[config.mk]
export PLATFORM = sky130hd
export DESIGN_NAME = mem_port_arbiter
export DESIGN_NICKNAME = d
export VERILOG_FILES = /design/src/rtl/mem_port_arbiter.sv
export SDC_FILE = /design/constraint.sdc
export NUM_CORES = 1
export LEC_CHECK = 0
export BUFFER_PORTS_ARGS = -buffer_cell sky130_fd_sc_hd__buf_4
export CORE_MARGIN = 2
export CORE_UTILIZATION = 35
export DETAILED_ROUTE_END_ITERATION = 7
export HOLD_SLACK_MARGIN = 0.15
export PLACE_DENSITY = 0.75
export SYNTH_ARGS = -nofsm -noshare
export SYNTH_HDL_FRONTEND = slang
export SYNTH_SLANG_ARGS = --single-unit
[constraint.sdc]
create_clock -name clk -period 3.85 [get_ports clk]
set_input_delay 0.5775 -clock clk [delete_from_list [all_inputs] [get_ports clk]]
set_output_delay 0.5775 -clock clk [all_outputs]
set_load 0.05 [all_outputs]
[src/rtl/mem_port_arbiter.sv]
// Arbitrates a single-ported memory between instruction-fetch (I) and data (D) ports.
// One transaction is outstanding at a time, and a watchdog aborts it if memory never responds.
module mem_port_arbiter #(
    parameter int ADDR_W  = 32,
    parameter int DATA_W  = 32,
    parameter int TIMEOUT = 255
) (
    input  logic                  clk,
    input  logic                  rst_n,
    input  logic                  i_req,
    input  logic [ADDR_W-1:0]     i_addr,
    output logic                  i_gnt,
    output logic                  i_rvalid,
    output logic [DATA_W-1:0]     i_rdata,
    output logic                  i_err,
    input  logic                  d_req,
    input  logic                  d_we,
    input  logic [DATA_W/8-1:0]   d_be,
    input  logic [ADDR_W-1:0]     d_addr,
    input  logic [DATA_W-1:0]     d_wdata,
    output logic                  d_gnt,
    output logic                  d_rvalid,
    output logic [DATA_W-1:0]     d_rdata,
    output logic                  d_err,
    output logic                  m_req,
    output logic                  m_we,
    output logic [DATA_W/8-1:0]   m_be,
    output logic [ADDR_W-1:0]     m_addr,
    output logic [DATA_W-1:0]     m_wdata,
    input  logic                  m_gnt,
    input  logic                  m_rvalid,
    input  logic [DATA_W-1:0]     m_rdata,
    output logic                  busy
);

    localparam int BE_W  = DATA_W / 8;
    localparam int CNT_W = $clog2(TIMEOUT + 1);
    localparam logic [CNT_W-1:0] TIMEOUT_VAL = CNT_W'(TIMEOUT);

    typedef enum logic [1:0] {
        IDLE = 2'd0,
        REQ  = 2'd1,
        WAIT = 2'd2
    } state_t;

    state_t              r_state;
    state_t              w_state_next;
    logic                r_owner_d;     // owner of the current/last grant; doubles as last_owner
    logic [CNT_W-1:0]    r_cnt;
    logic                r_m_we;
    logic [BE_W-1:0]     r_m_be;
    logic [ADDR_W-1:0]   r_m_addr;
    logic [DATA_W-1:0]   r_m_wdata;

    logic                w_grant;
    logic                w_win_d;
    logic                w_done;
    logic                w_abort;
    logic                w_resp;

    always_ff @(posedge clk or negedge rst_n) begin
        if (!rst_n) begin
            r_state <= IDLE;
        end else begin
            r_state <= w_state_next;
        end
    end

    always_comb begin
        w_state_next = r_state;
        w_grant      = 1'b0;
        w_win_d      = 1'b0;
        w_done       = 1'b0;
        w_abort      = 1'b0;
        case (r_state)
            IDLE: begin
                if (i_req || d_req) begin
                    w_grant      = 1'b1;
                    // On contention the port that did not win last time goes first.
                    w_win_d      = d_req && (!i_req || !r_owner_d);
                    w_state_next = REQ;
                end
            end
            REQ: begin
                if (m_gnt && m_rvalid) begin
                    w_done       = 1'b1;
                    w_state_next = IDLE;
                end else if (r_cnt == TIMEOUT_VAL) begin
                    w_abort      = 1'b1;
                    w_state_next = IDLE;
                end else if (m_gnt) begin
                    w_state_next = WAIT;
                end
            end
            WAIT: begin
                if (m_rvalid) begin
                    w_done       = 1'b1;
                    w_state_next = IDLE;
                end else if (r_cnt == TIMEOUT_VAL) begin
                    w_abort      = 1'b1;
                    w_state_next = IDLE;
                end
            end
            default: begin
                w_state_next = IDLE;
            end
        endcase
    end

    always_ff @(posedge clk or negedge rst_n) begin
        if (!rst_n) begin
            r_owner_d <= 1'b0;
            r_cnt     <= '0;
            r_m_we    <= 1'b0;
            r_m_be    <= '0;
            r_m_addr  <= '0;
            r_m_wdata <= '0;
        end else if (w_grant) begin
            r_owner_d <= w_win_d;
            r_cnt     <= CNT_W'(1);
            if (w_win_d) begin
                r_m_we    <= d_we;
                r_m_be    <= d_be;
                r_m_addr  <= d_addr;
                r_m_wdata <= d_wdata;
            end else begin
                r_m_we    <= 1'b0;
                r_m_be    <= '1;
                r_m_addr  <= i_addr;
                r_m_wdata <= '0;
            end
        end else if (w_state_next != IDLE) begin
            r_cnt <= r_cnt + CNT_W'(1);
        end
    end

    // Grants are combinational from the request inputs, so mask them while reset is held.
    assign i_gnt    = rst_n & w_grant & ~w_win_d;
    assign d_gnt    = rst_n & w_grant &  w_win_d;

    assign w_resp   = w_done | w_abort;
    assign i_rvalid = w_resp  & ~r_owner_d;
    assign i_err    = w_abort & ~r_owner_d;
    assign i_rdata  = (w_done & ~r_owner_d) ? m_rdata : '0;
    assign d_rvalid = w_resp  &  r_owner_d;
    assign d_err    = w_abort &  r_owner_d;
    assign d_rdata  = (w_done &  r_owner_d) ? m_rdata : '0;

    assign m_req    = (r_state == REQ);
    assign m_we     = r_m_we;
    assign m_be     = r_m_be;
    assign m_addr   = r_m_addr;
    assign m_wdata  = r_m_wdata;
    assign busy     = (r_state != IDLE);

endmodule

==> results.rst <==
.. list-table::
   :header-rows: 1

   * - Metric
     - Value
   * - Result of the run
     - completed
   * - Placer Congestion
     - 0.8327
   * - Maximum operating frequency
     - 333.3 MHz
   * - Critical Path RT
     - 3270 ps
   * - Total clock buffers created by CTS
     - 9
   * - Design internal power
     - 2668 µW
   * - Clock Skew
     - 10.35 ps
   * - Hold Path Cell Cnt
     - 2
   * - Layout cell share with drive strength beyond 1
     - 46.69%
   * - Total Routing Usage GR
     - 20.83%
   * - DPL Wire Length
     - 9.994 mm
   * - First-pass iteration count of the detailed router
     - 4
   * - Number of nets produced by synthesis
     - 541
   * - Number of maximum-capacitance constraint violations
     - 0
   * - CTS tree
     - done
   * - Flip-flop cell with the highest count after synthesis
     - sky130_fd_sc_hd__dfrtp_1
   * - First DRT Iteration DRCs
     - 184
   * - Count of pins over their slew limit
     - 0
   * - Largest fanout on the critical path
     - 8
   * - Area delta synth->final
     - 62.66%
   * - Top Family by Delay on Critical Path
     - simple AND/OR/NAND/NOR gates
   * - Deepest level of the CTS H-tree
     - 3
   * - Kind of path behind the tightest hold check
     - input port to register
   * - Critical path endpoint category
     - output port
   * - Number of flops mapped to enable cells by yosys
     - 0
   * - Setup TNS
     - 0 ps
   * - Worst reg2reg path depth
     - 7
   * - Overall die area
     - 0.01198 mm²
   * - IR drop worst, VDD
     - 0.5734 mV
   * - Worst Hold Endpoint
     - m_be[3]
   * - Netlist Area Pre-Place
     - 0.003894 mm²
   * - Portion of total power attributed to the clock network
     - 13.0%
   * - Post-synth top area share
     - 51.41%
   * - Number of global-route vias before repair
     - 3912
   * - Multiplexer area fraction after synthesis
     - 1.285%
   * - Sort of element at the start of the critical path
     - register
   * - Final routed wirelength across all metal layers
     - 12.99 mm
   * - Post-synth ARST share
     - 100.0%
   * - Clock transition time at the flip-flop clock pins of the worst setup and hold paths
     - 80 ps
   * - Worst Hold Launch
     - d_be[3]
   * - Number of nets still failing antenna checks after routing
     - 0
   * - Switching pwr
     - 2911 µW
   * - Count of vias placed by the detailed router
     - 4070
   * - Worst Path Arrival
     - 2420 ps
   * - Most frequent cell after synthesis
     - sky130_fd_sc_hd__dfrtp_1
   * - RSZ-0062 raised after global routing
     - no
   * - Maximum cell stage delay along the critical path
     - 550 ps
   * - Finish-stage setup viols
     - 0
   * - Nets@finish
     - 803
   * - Worst flop-to-flop path startpoint
     - r_owner_d
   * - Number of inserted filler cells in the final layout
     - 940
   * - Residual DRC
     - 0
   * - Number of I/O port buffers
     - 279
   * - Post-layout minimum cycle time
     - 3000 ps
   * - Fraction of synthesized cell area in xor and xnor cells
     - 0%
   * - Worst hold margin
     - 444.3 ps
   * - Leakage power total
     - 0.003464 µW
   * - Wire length of the first global-routing pass
     - 19.09 mm
   * - Power per unit of standard cell area
     - 880.9 mW/mm²
   * - Worst R2R Setup Slack
     - 1470 ps
   * - Total number of placement rows
     - 38
   * - Cell repeated most along the worst path
     - sky130_fd_sc_hd__inv_1
   * - Pin count of the biggest net entering global routing
     - 110
   * - Most frequent cells after synthesis
     - 80 x sky130_fd_sc_hd__dfrtp_1, 66 x sky130_fd_sc_hd__and3_1, 46 x sky130_fd_sc_hd__nand2_1
   * - Antenna Diode Count
     - 0
   * - Clock latency on the worst-skew pair
     - 340 ps
   * - Adder-cell share of the synthesized area
     - 1.607%
   * - Leftover overflow at the end of global routing
     - 0
   * - Slew @ Worst Pin
     - 963.4 ps
   * - Flops & latches, synth
     - 80
   * - Number of antenna violations at the first check in global routing
     - 0
   * - Library cells used by synthesis
     - 33
   * - Main combinational cell family by area after synthesis
     - compound AO/OA/AOI/OAI gates
   * - Count of final hold-check violations
     - 0
   * - Proportion of power drawn by flip-flops and latches
     - 26.5%
   * - Synth Area per Inst
     - 9.808 µm²
   * - Detailed-route wire length per cell
     - 16.15 µm
   * - Buffers plus inverters on the worst setup path
     - 3
   * - Sequential share of the synthesized area
     - 51.41%
   * - Number of clock sinks
     - 80
   * - Number of placed I/O pins
     - 280
   * - Slowest cell on the critical path
     - sky130_fd_sc_hd__nor2_1
   * - Crit Reg-Reg Endpoint
     - m_addr[23]
   * - Chip Height
     - 109.5 µm
   * - Starting Density
     - 35.92%
   * - Via density per instance
     - 5.062
   * - Cells after Synth
     - 397
   * - Total number of yosys warnings
     - 0
   * - Floorplan core area
     - 0.01084 mm²
   * - Share of synthesized cell area in and, or, nand and nor gates
     - 19.51%
   * - Critical path start-end classification
     - register to output port
   * - Clock Tree Buf Depth
     - 2
   * - Fraction of the cycle the final worst path needs
     - 77.92%
   * - Share of the synthesized area in compound gates (AO/OA/AOI/OAI)
     - 21.82%
   * - Max-slew headroom at the worst pin
     - 35.78%
   * - Switching Fraction
     - 52.18%
   * - Post-synth top area cell
     - sky130_fd_sc_hd__dfrtp_1
   * - Most area-consuming cells after synthesis
     - sky130_fd_sc_hd__dfrtp_1 51%, sky130_fd_sc_hd__and3_1 11%, sky130_fd_sc_hd__a22o_1 7.4%
   * - Gates resized, CTS repair
     - 0
   * - Combinational Power Share
     - 60.5%
   * - Die Wd
     - 109.5 µm
   * - Root Driver
     - sky130_fd_sc_hd__clkbuf_8
   * - Number of buffers inserted to repair setup after CTS
     - 0
   * - Series of cell instances along the critical path
     - inv_1 -> ha_1 -> inv_1 -> nor2_1 -> nand2_1 -> a21oi_1 -> buf_4
-- repair_timing --
action                                  CTS  global route
hold endpoints to repair                  6             0
hold buffers                              1             0
endpoints found under the setup margin    0             0
-- per-stage QoR --
step,setup slack (ps),instances,cell area [µm²],utilization (%),power (µW)
5_1_grt,667.2,804,6334,58.43,5871
2_1_floorplan,1080,397,3894,-,3796
4_1_cts,799.1,804,6334,58.43,5630
3_5_place_dp,1195,787,6088,56.16,4887
6_report,850.0,804,6334,58.43,5579
3_3_place_gp,1306,787,6088,56.16,4828
-- flip-flops by register name, summed over array words and instances, names as in the netlist --
register   count
m_addr        32
m_wdata       32
m_we           1
r_cnt          8
m_be           4
r_owner_d      1
r_state        2
-- worst register-to-register path: cells and delay by family (launching register included) --
family,cells,cell delay [ps]
buffers and inverters,2,800
and+or+nand+nor,3,530
DFF,1,560
AOI/OAI and AO/OA,2,400
-- power by group through the flow --
| stage | logic (µW) | registers [µW] | clock network, µW |
|---|---|---|---|
| floorplan | 1070 | 2720 | 0 |
| CTS | 3400 | 1480 | 750 |
| global placement | 3350 | 1480 | 0 |
| detailed placement | 3400 | 1480 | 0 |
| global route | 3550 | 1530 | 788 |
| finish | 3380 | 1480 | 724 |
-- worst max-delay path by stage --
stage               start        to  slack, ps  depth (start not counted)
4_1_cts        r_state[1]     i_gnt        800                          7
3_5_place_dp   r_state[1]     i_gnt       1190                          7
3_3_place_gp   r_state[0]     i_gnt       1310                          7
5_1_grt        r_state[0]     i_gnt        670                          7
2_1_floorplan  r_state[1]  d_rvalid       1080                          7
6_report       r_state[0]     i_gnt        850                          7
-- cell usage in the layout, fill, tap and decap left out, types with 2 or more instances in the layout --
master and n:
sky130_fd_sc_hd__dfrtp_1 80, sky130_fd_sc_hd__o22a_1 4, sky130_fd_sc_hd__o22ai_1 32, sky130_fd_sc_hd__a22o_1 33, sky130_fd_sc_hd__bufinv_16 3, sky130_fd_sc_hd__inv_1 5
sky130_fd_sc_hd__nand3_1 6, sky130_fd_sc_hd__ha_1 5, sky130_fd_sc_hd__nor2_1 10, sky130_fd_sc_hd__mux2i_1 5, sky130_fd_sc_hd__clkbuf_1 2, sky130_fd_sc_hd__o21ai_1 9
sky130_fd_sc_hd__a21oi_1 5, sky130_fd_sc_hd__buf_4 285, sky130_fd_sc_hd__nand2b_1 7, sky130_fd_sc_hd__clkbuf_8 9, sky130_fd_sc_hd__nand2_1 46, sky130_fd_sc_hd__a31oi_1 2
sky130_fd_sc_hd__o21ai_0 29, sky130_fd_sc_hd__and3_1 66
-- routing by layer --
layer | up-vias | share of wire (%) | wire length, µm | track usage, %
met3 | 22 | 8.4 | 1092 | 5.098
met1 | 1876 | 37 | 4793 | 22.79
met4 | 0 | 2.2 | 283 | 9.132
li1 | 1985 | - | - | -
met5 | - | 0 | 0 | 0
met2 | 187 | 52 | 6816 | 38.01
-- kinds of logic after synthesis --
kind of cell,Yosys count
fa+ha+maj,5
compound gates,123
simple gates,142
mux,5
buf+inv,42
flops,80
-- layout make-up --
class                           count  area (µm²)  share of cell area, %
Clock buffer                       11       131.4                  2.074
Clock inverter                      5       103.9                  1.640
Inverter                            7       28.78                 0.4544
Multi-Input combinational cell    275        1743                  27.52
Sequential cell                    80        2002                  31.61
Tap cell                          140       175.2                  2.766
Timing Repair Buffer              286        2150                  33.94
Power figures use the tool's default switching activity.
